### config.mk
export PLATFORM = sky130hd
export DESIGN_NAME = dead_time_gate_driver
export DESIGN_NICKNAME = d
export VERILOG_FILES = /design/src/rtl/dead_time_pkg.sv /design/src/rtl/dead_time_leg.sv /design/src/rtl/dead_time_gate_driver.sv
export SDC_FILE = /design/constraint.sdc
export NUM_CORES = 1
export LEC_CHECK = 0
export ABC_AREA = 1
export CORE_MARGIN = 8
export CORE_UTILIZATION = 64
export DETAILED_ROUTE_END_ITERATION = 12
export HOLD_SLACK_MARGIN = 0.1
export PLACE_DENSITY = 0.86
export SYNTH_ARGS = -nofsm -noshare
export SYNTH_HDL_FRONTEND = slang
export SYNTH_SLANG_ARGS = --single-unit
### constraint.sdc
create_clock -name clk -period 5.5 [get_ports clk]
set_clock_uncertainty 0.1 [all_clocks]
set_input_delay 1.1 -clock clk [delete_from_list [all_inputs] [get_ports clk]]
set_output_delay 1.1 -clock clk [all_outputs]
set_load 0.02 [all_outputs]
### src/rtl/dead_time_pkg.sv
`default_nettype none
// +--------------------------------------------------------------------------+
// | Package     : dead_time_pkg                                              |
// | Description : Shared types and constants for the dead-time gate driver.  |
// |               Holds the per-leg state encoding and the reset defaults    |
// |               for the dead-time register.                                |
// | Revision    : 1.0  initial release                                       |
// +--------------------------------------------------------------------------+
package dead_time_pkg;

  // Width of the dead-time value, in clock cycles.
  localparam int          DT_W_DEFAULT   = 8;
  // Dead time in force until the first dt_load after reset.
  localparam int unsigned DT_DEFAULT_VAL = 20;

  // Per-leg commutation state.
  typedef enum logic [2:0] {
    OFF  = 3'd0,  // both switches off, waiting for enable
    DT_H = 3'd1,  // dead time before turning the high side on
    HI   = 3'd2,  // high side on
    DT_L = 3'd3,  // dead time before turning the low side on
    LO   = 3'd4   // low side on
  } leg_state_t;

endpackage
`default_nettype wire

### src/rtl/dead_time_leg.sv
`default_nettype none
// +--------------------------------------------------------------------------+
// | Module      : dead_time_leg                                              |
// | Description : One inverter phase leg. Registers the PWM command, runs    |
// |               the commutation FSM with its dead-time counter and drives  |
// |               registered complementary gate outputs.                     |
// | Ports       : clk, reset (async, active-low), en, kill, dt (effective    |
// |               dead time, never zero), v_in (PWM command), g_hi, g_lo.    |
// | Revision    : 1.0  initial release                                       |
// +--------------------------------------------------------------------------+
module dead_time_leg
  import dead_time_pkg::*;
#(
  parameter int DT_W = DT_W_DEFAULT
) (
  input  logic            clk,
  input  logic            reset,
  input  logic            en,
  input  logic            kill,
  input  logic [DT_W-1:0] dt,
  input  logic            v_in,
  output logic            g_hi,
  output logic            g_lo
);

  logic            r_v_q;
  leg_state_t      r_state;
  leg_state_t      w_state_next;
  logic [DT_W-1:0] r_cnt;
  logic [DT_W-1:0] w_cnt_next;
  logic [DT_W-1:0] w_dt_m1;

  // dt is guaranteed non-zero by the top, so this never wraps.
  assign w_dt_m1 = dt - DT_W'(1);

  always_ff @(posedge clk or negedge reset) begin
    if (!reset) begin
      r_v_q   <= 1'b0;
      r_state <= OFF;
      r_cnt   <= '0;
      g_hi    <= 1'b0;
      g_lo    <= 1'b0;
    end else begin
      r_v_q   <= v_in;
      r_state <= w_state_next;
      r_cnt   <= w_cnt_next;
      // Gates follow the state being entered so they switch on the same edge.
      g_hi    <= (w_state_next == HI);
      g_lo    <= (w_state_next == LO);
    end
  end

  always_comb begin
    w_state_next = r_state;
    w_cnt_next   = r_cnt;
    if (!en || kill) begin
      w_state_next = OFF;
    end else begin
      case (r_state)
        OFF: begin
          w_state_next = r_v_q ? DT_H : DT_L;
          w_cnt_next   = w_dt_m1;
        end
        DT_H: begin
          // Command withdrawn: the low side was the last one on, so it may
          // return immediately without another dead time.
          if (!r_v_q)              w_state_next = LO;
          else if (r_cnt == '0)    w_state_next = HI;
          else                     w_cnt_next   = r_cnt - DT_W'(1);
        end
        HI: begin
          if (!r_v_q) begin
            w_state_next = DT_L;
            w_cnt_next   = w_dt_m1;
          end
        end
        DT_L: begin
          if (r_v_q)               w_state_next = HI;
          else if (r_cnt == '0)    w_state_next = LO;
          else                     w_cnt_next   = r_cnt - DT_W'(1);
        end
        LO: begin
          if (r_v_q) begin
            w_state_next = DT_H;
            w_cnt_next   = w_dt_m1;
          end
        end
        default: w_state_next = OFF;
      endcase
    end
  end

  // Shoot-through guard: both switches of a leg must never be on together.
  a_no_overlap: assert property (@(posedge clk) disable iff (!reset) !(g_hi && g_lo));

endmodule
`default_nettype wire

### src/rtl/dead_time_gate_driver.sv
`default_nettype none
// +--------------------------------------------------------------------------+
// | Module      : dead_time_gate_driver                                      |
// | Description : Three-phase complementary gate driver with programmable    |
// |               dead time. Sits between the SPWM modulator and the gate    |
// |               driver pins. Owns the dead-time register and, optionally,  |
// |               the fault trip latch.                                      |
// | Ports       : clk, reset (async, active-low), en, dead_time, dt_load,    |
// |               Va/Vb/Vc commands, ga/gb/gc _hi/_lo registered gates.      |
// |               With GATE_TRIP_EN defined: trip (in), tripped (out).       |
// | Macro       : GATE_TRIP_EN enables the fault trip input and latch.       |
// | Revision    : 1.0  initial release                                       |
// +--------------------------------------------------------------------------+
module dead_time_gate_driver
  import dead_time_pkg::*;
#(
  parameter int              DT_W       = DT_W_DEFAULT,
  parameter logic [DT_W-1:0] DT_DEFAULT = DT_W'(DT_DEFAULT_VAL)
) (
  input  logic            clk,
  input  logic            reset,
  input  logic            en,
  input  logic [DT_W-1:0] dead_time,
  input  logic            dt_load,
  input  logic            Va,
  input  logic            Vb,
  input  logic            Vc,
  output logic            ga_hi,
  output logic            ga_lo,
  output logic            gb_hi,
  output logic            gb_lo,
  output logic            gc_hi,
  output logic            gc_lo
`ifdef GATE_TRIP_EN
  ,
  input  logic            trip,
  output logic            tripped
`endif
);

  logic [DT_W-1:0] r_dt_reg;
  logic [DT_W-1:0] w_dt_eff;
  logic            w_kill;

  always_ff @(posedge clk or negedge reset) begin
    if (!reset)       r_dt_reg <= DT_DEFAULT;
    else if (dt_load) r_dt_reg <= dead_time;
  end

  // A zero dead time would allow shoot-through; clamp to one cycle.
  assign w_dt_eff = (r_dt_reg == '0) ? DT_W'(1) : r_dt_reg;

`ifdef GATE_TRIP_EN
  logic r_tripped;

  // Set by trip; holds while enabled; released by a disabled cycle with
  // trip low.
  always_ff @(posedge clk or negedge reset) begin
    if (!reset)    r_tripped <= 1'b0;
    else if (trip) r_tripped <= 1'b1;
    else if (!en)  r_tripped <= 1'b0;
  end

  assign tripped = r_tripped;
  // trip is included directly so the gates drop on the very edge that sets
  // the latch rather than one cycle later.
  assign w_kill  = trip | r_tripped;
`else
  assign w_kill  = 1'b0;
`endif

  dead_time_leg #(.DT_W(DT_W)) u_leg_a (
    .clk  (clk),
    .reset(reset),
    .en   (en),
    .kill (w_kill),
    .dt   (w_dt_eff),
    .v_in (Va),
    .g_hi (ga_hi),
    .g_lo (ga_lo)
  );

  dead_time_leg #(.DT_W(DT_W)) u_leg_b (
    .clk  (clk),
    .reset(reset),
    .en   (en),
    .kill (w_kill),
    .dt   (w_dt_eff),
    .v_in (Vb),
    .g_hi (gb_hi),
    .g_lo (gb_lo)
  );

  dead_time_leg #(.DT_W(DT_W)) u_leg_c (
    .clk  (clk),
    .reset(reset),
    .en   (en),
    .kill (w_kill),
    .dt   (w_dt_eff),
    .v_in (Vc),
    .g_hi (gc_hi),
    .g_lo (gc_lo)
  );

endmodule
`default_nettype wire
**Word level (Yosys, flattened, before mapping)**

Index checks and enable logic that the tools add are counted.

- Equality and inequality tests: 30
- Reductions and logical operators: 13
- Add/sub/neg operators: 4
- Mux-type cells: 46

Operators by type and width:

| operator | number |
|---|---|
| 8-bit 2-to-1 mux | 16 |
| 8-bit one-hot mux with 5 select lines | 3 |
| 3-bit 2-to-1 mux | 21 |
| 3-bit one-hot mux with 5 select lines | 3 |
| 8-bit zero test | 4 |
| 8-bit by 1-bit subtractor with 8-bit output (second input constant) | 4 |
| 3-bit by 2-bit == test with 1-bit output (second input constant) | 9 |
| 3-bit == test (second input constant) | 6 |
| 6-bit AND reduction | 3 |
| 5-bit nonzero test | 3 |
| 2-bit by 1-bit inequality test with 1-bit output (second input constant) | 6 |
| 2-bit inequality test (second input constant) | 6 |
| 3-bit by 1-bit == test with 1-bit output (second input constant) | 3 |
| 3-bit zero test | 3 |
| 2-bit 2-to-1 mux | 3 |

- Input bits: 15
- Bits in registers: 50
- Output and inout bits: 6

**Logic depth before layout (Yosys ltp)**

- Depth in word-level cells: 6
- Depth in mapped cells: 13
- Gate-level depth less buffers: 13

**By module**

A second synthesis with hierarchy kept.

- Cells, all modules: 440
- Area, all modules: 3,400.8 um^2

Modules (own cells, without submodules):

| module | cells an instance | times used | area each (um^2) |
|---|---|---|---|
| dead_time_leg | 131 | 3 | 1,011.0 |
| dead_time_gate_driver | 47 | 1 | 367.9 |

**Worst setup path before layout**

Ideal clock, no wire load.

- Path kind: in2reg
- Start point: input port en
- End point: register u_leg_a.r_cnt[1]
- Stages: 7
- Arrival: 1,728 ps
- Slack: 3,598 ps
- Required time: 5,326 ps
- Cells stage by stage: nand2_1 > nor2_1 > nand3_4 > inv_2 > buf_8 > nand2_2 > o21ai_2

- Word-level cells in the longest chain between the ends: 1

Ends and longest elaborated chain:

| what | line | RTL |
|---|---|---|
| start: declaration | dead_time_gate_driver.sv:22 | `input logic en,` |
| 6-bit AND reduction (no source line) | - |  |
| end signal: assignment | dead_time_leg.sv:46 | `r_cnt <= w_cnt_next;` |
| end: declaration | dead_time_leg.sv:29 | `logic [DT_W-1:0] r_cnt;` |

No other way between the ends.
A chain may end at the register's enable or synchronous reset.

**Worst setup path in the final report**

- Start point: input port en
- End point: register u_leg_a.r_cnt[0]

Same word-level chain as after synthesis.

==> results.md <==
- N_diodes: 0
- CTS tree: yes
- Leak: 1.667 nW
- Clock tree root driver cell: clkbuf_8
- DRC Markers: 0
- H-tree depth: 2
- Register area share after synthesis: 40.93%
- Largest net degree at the start of global routing: 51
- Post-cts resize count: 0
- Number of distinct library cells after synthesis: 34
- Maximum clock rate: 0.4049 GHz
- Max IR drop VDD: 0.0002202 V
- Measured slew at the worst slew-check pin: 1.091 ns
- Cts bufs inserted: 5
- GRT overflow: 0
- Multi-input logic area: 1559 um^2
- Post-route cell area: 3378 um^2
- R2R cell count: 13
- Crit path cell chain: clkdlybuf4s50_1, nand2_1, nor2_1, nand3_4, inv_2, nand2_1, o21ai_2
- Worst skew pair latency: 0.31 ns
- Routed len/inst: 13.54 um
- # hold bufs at CTS: 0
- Outcome: completed
- Hold path start: u_leg_a.r_cnt[7]$_DFFE_PN0P_
- Fin. max-slew vios: 0
- Rows: 25
- Setup_tns: 0 ns
- Share of cells above drive strength 1: 16.27%
- Hold Path Sink: u_leg_a.r_cnt[7]$_DFFE_PN0P_
- Hold Path Cell Cnt: 2
- Initial core utilization: 65.72%
- Syn_area_per_cell: 7.600 um^2
- ANT nets after route: 0
- R2R Path End: u_leg_b.r_cnt[6]$_DFFE_PN0P_
- Placed cell area: 3269 um^2
- Crit path max-delay cell type: clkdlybuf4s50_1
- Crit share post-route: 44.90%
- Max Cap Violations: 0
- Sink Count: 50
- Final worst path period need: 2.470 ns
- Gr usage total: 18.85%
- CP Capture Type: register
- Post-CTS Setup Bufs: 0
- First-pass GRT wire length: 11,140 um
- Via/cell ratio: 5.496
- Critical path required time: 5.65 ns
- Register area: 1254 um^2
- Pwr Density: 413.9 nW/um^2
- Antenna violations before repair: 0
- Most used cell, CP: nand2_1
- Die area: 7256 um^2
- Clock transition at path regs: 0.09 ns
- Worst Setup Path Type: input pin to register
- Startpoint Class: input pin
- Seq cells post-synth: 50
- Final Hold Viols: 0
- Vias in the first global route: 2,475
- Synthesized instance count: 403
- Final WL: 6470 um
- Type of the worst min-delay path: register to register
- Port buffer count: 20
- Die Y: 85.18 um
- Fillers: 375
- Number of synthesis warnings: 0
- Core area: 4661 um^2
- Final setup viols: 0
- Vias: 2,627
- CP Max Fanout: 11
- DP Wirelength: 4690 um
- Reg2Reg Setup Slack: 3.13 ns
- Drt pass-1 iters: 4
- Net count, final: 442
- Layout area overhead: 10.29%
- Clock Tree Buf Depth: 2
- Drt first-iter violations: 173
- # IOs: 21
- Slew HR: 27.24%
- Mapped Area: 3063 um^2
- RePlAce Congestion: 0.8884
- RSZ-0062 raised after global routing: false
- Syn Nets: 422
- CP max stage delay: 0.68 ns
- Worst R2R Start: r_dt_reg[5]$_DFFE_PN0P_
- Worst EP arrival: 2.62 ns
- Die X: 85.18 um
## area by class of cell
cell class / instances / share of cell area [%]
clock buffer: 5 / 2.037
clock inverter: 3 / 1.185
inverter: 51 / 5.741
multi-input combinational: 295 / 46.15
sequential: 50 / 37.11
tap: 54 / 2.000
timing repair buffer: 20 / 5.778
## per-layer routing
metal  routed length (um)  track usage [%]  vias up
met3                  269            2.992        7
met4                   87            6.634        0
met5                    0                0        -
met1                 2951            23.56     1235
li1                     -                -     1328
met2                 3162            31.96       57
## metrics by stage
step	utilization (%)	std cells	power, mW	hold WS (ns)	setup WS [ns]
final	72.48	478	1.398	0.4427	3.030
after global routing	72.48	478	1.506	0.4756	2.907
after CTS	72.48	478	1.399	0.4415	3.031
after detailed placement	70.15	470	1.139	0.4190	2.720
after global placement	70.15	470	1.107	0.4062	2.805
after floorplan	-	403	1.013	0.3841	3.598
## how the worst max path moves through the flow
stage                       startpoint                           end  slack (ns)  cells after the start
3_3_place_gp                        en  u_leg_a.r_cnt[0]$_DFFE_PN0P_        2.81                      7
4_1_cts                             en  u_leg_a.r_cnt[0]$_DFFE_PN0P_        3.03                      7
5_1_grt        r_dt_reg[5]$_DFFE_PN0P_  u_leg_b.r_cnt[6]$_DFFE_PN0P_        2.91                     13
3_5_place_dp                        en  u_leg_a.r_cnt[0]$_DFFE_PN0P_        2.72                      7
2_1_floorplan                       en  u_leg_a.r_cnt[1]$_DFFE_PN0P_        3.60                      7
6_report                            en  u_leg_a.r_cnt[0]$_DFFE_PN0P_        3.03                      7
## logic make-up (layout without fill, tap and decap cells)
logic type	after synthesis	in the layout	synth area share, %
and+or+nand+nor	215	215	33.37
AOI/OAI and AO/OA	69	69	13.89
buffers and inverters	58	79	8.170
DFF	50	50	40.93
xor gates and xnor gates	7	7	2.002
adders and majority gates	4	4	1.634
## worst max-delay path, delay by kind of cell
kind	cells	cell delay, ns
buf+inv	2	0.92
simple gates	4	0.53
compound gates	1	0.06
## synth_stat cells (all sizes together)
| cell type | instances | area [um^2] |
|---|---|---|
| nor3b | 2 | 15.01 |
| inv | 51 | 193.9 |
| a21oi | 15 | 75.07 |
| xnor2 | 3 | 26.28 |
| nand3 | 25 | 160.1 |
| nor3 | 11 | 75.07 |
| o21bai | 1 | 7.510 |
| buf | 3 | 41.29 |
| nand2 | 120 | 505.5 |
| nand4 | 5 | 31.28 |
| clkbuf | 4 | 15.01 |
| a211oi | 2 | 15.01 |
| ha | 4 | 50.05 |
| nor2 | 50 | 222.7 |
| o21ai | 49 | 312.8 |
| o31ai | 1 | 7.510 |
| xor2 | 4 | 35.03 |
| dfstp | 2 | 52.55 |
| or2 | 2 | 12.51 |
| dfrtp | 48 | 1201 |
| o211ai | 1 | 7.510 |
## report_power, final
group / internal, mW / total, mW / switching, mW
Clock: 0.134 / 0.261 / 0.127
Sequential: 0.465 / 0.560 / 0.0946
Combinational: 0.214 / 0.578 / 0.364
## cells in the final DEF, fill, tap and decap left out, types with 2 or more instances in the layout
cell | Yosys | layout
nand2_1 | 104 | 104
dfrtp_1 | 48 | 48
inv_1 | 45 | 45
nor2_1 | 38 | 38
o21ai_0 | 34 | 34
nand3_1 | 21 | 21
clkdlybuf4s50_1 | 0 | 19
a21oi_1 | 15 | 15
nand2_2 | 13 | 13
o21ai_2 | 12 | 12
nor2_2 | 11 | 11
nor3_1 | 7 | 7
inv_2 | 5 | 5
nand4_1 | 5 | 5
clkbuf_8 | 0 | 5
nor3_2 | 4 | 4
xor2_1 | 4 | 4
ha_1 | 4 | 4
nand2_4 | 3 | 3
xnor2_1 | 3 | 3
nand3_2 | 2 | 2
a211oi_1 | 2 | 2
o21ai_4 | 2 | 2
nand3_4 | 2 | 2
or2_2 | 2 | 2
nor3b_1 | 2 | 2
clkinv_2 | 0 | 2
dfstp_2 | 2 | 2
Note: power is estimated with default switching activity, not from simulation.
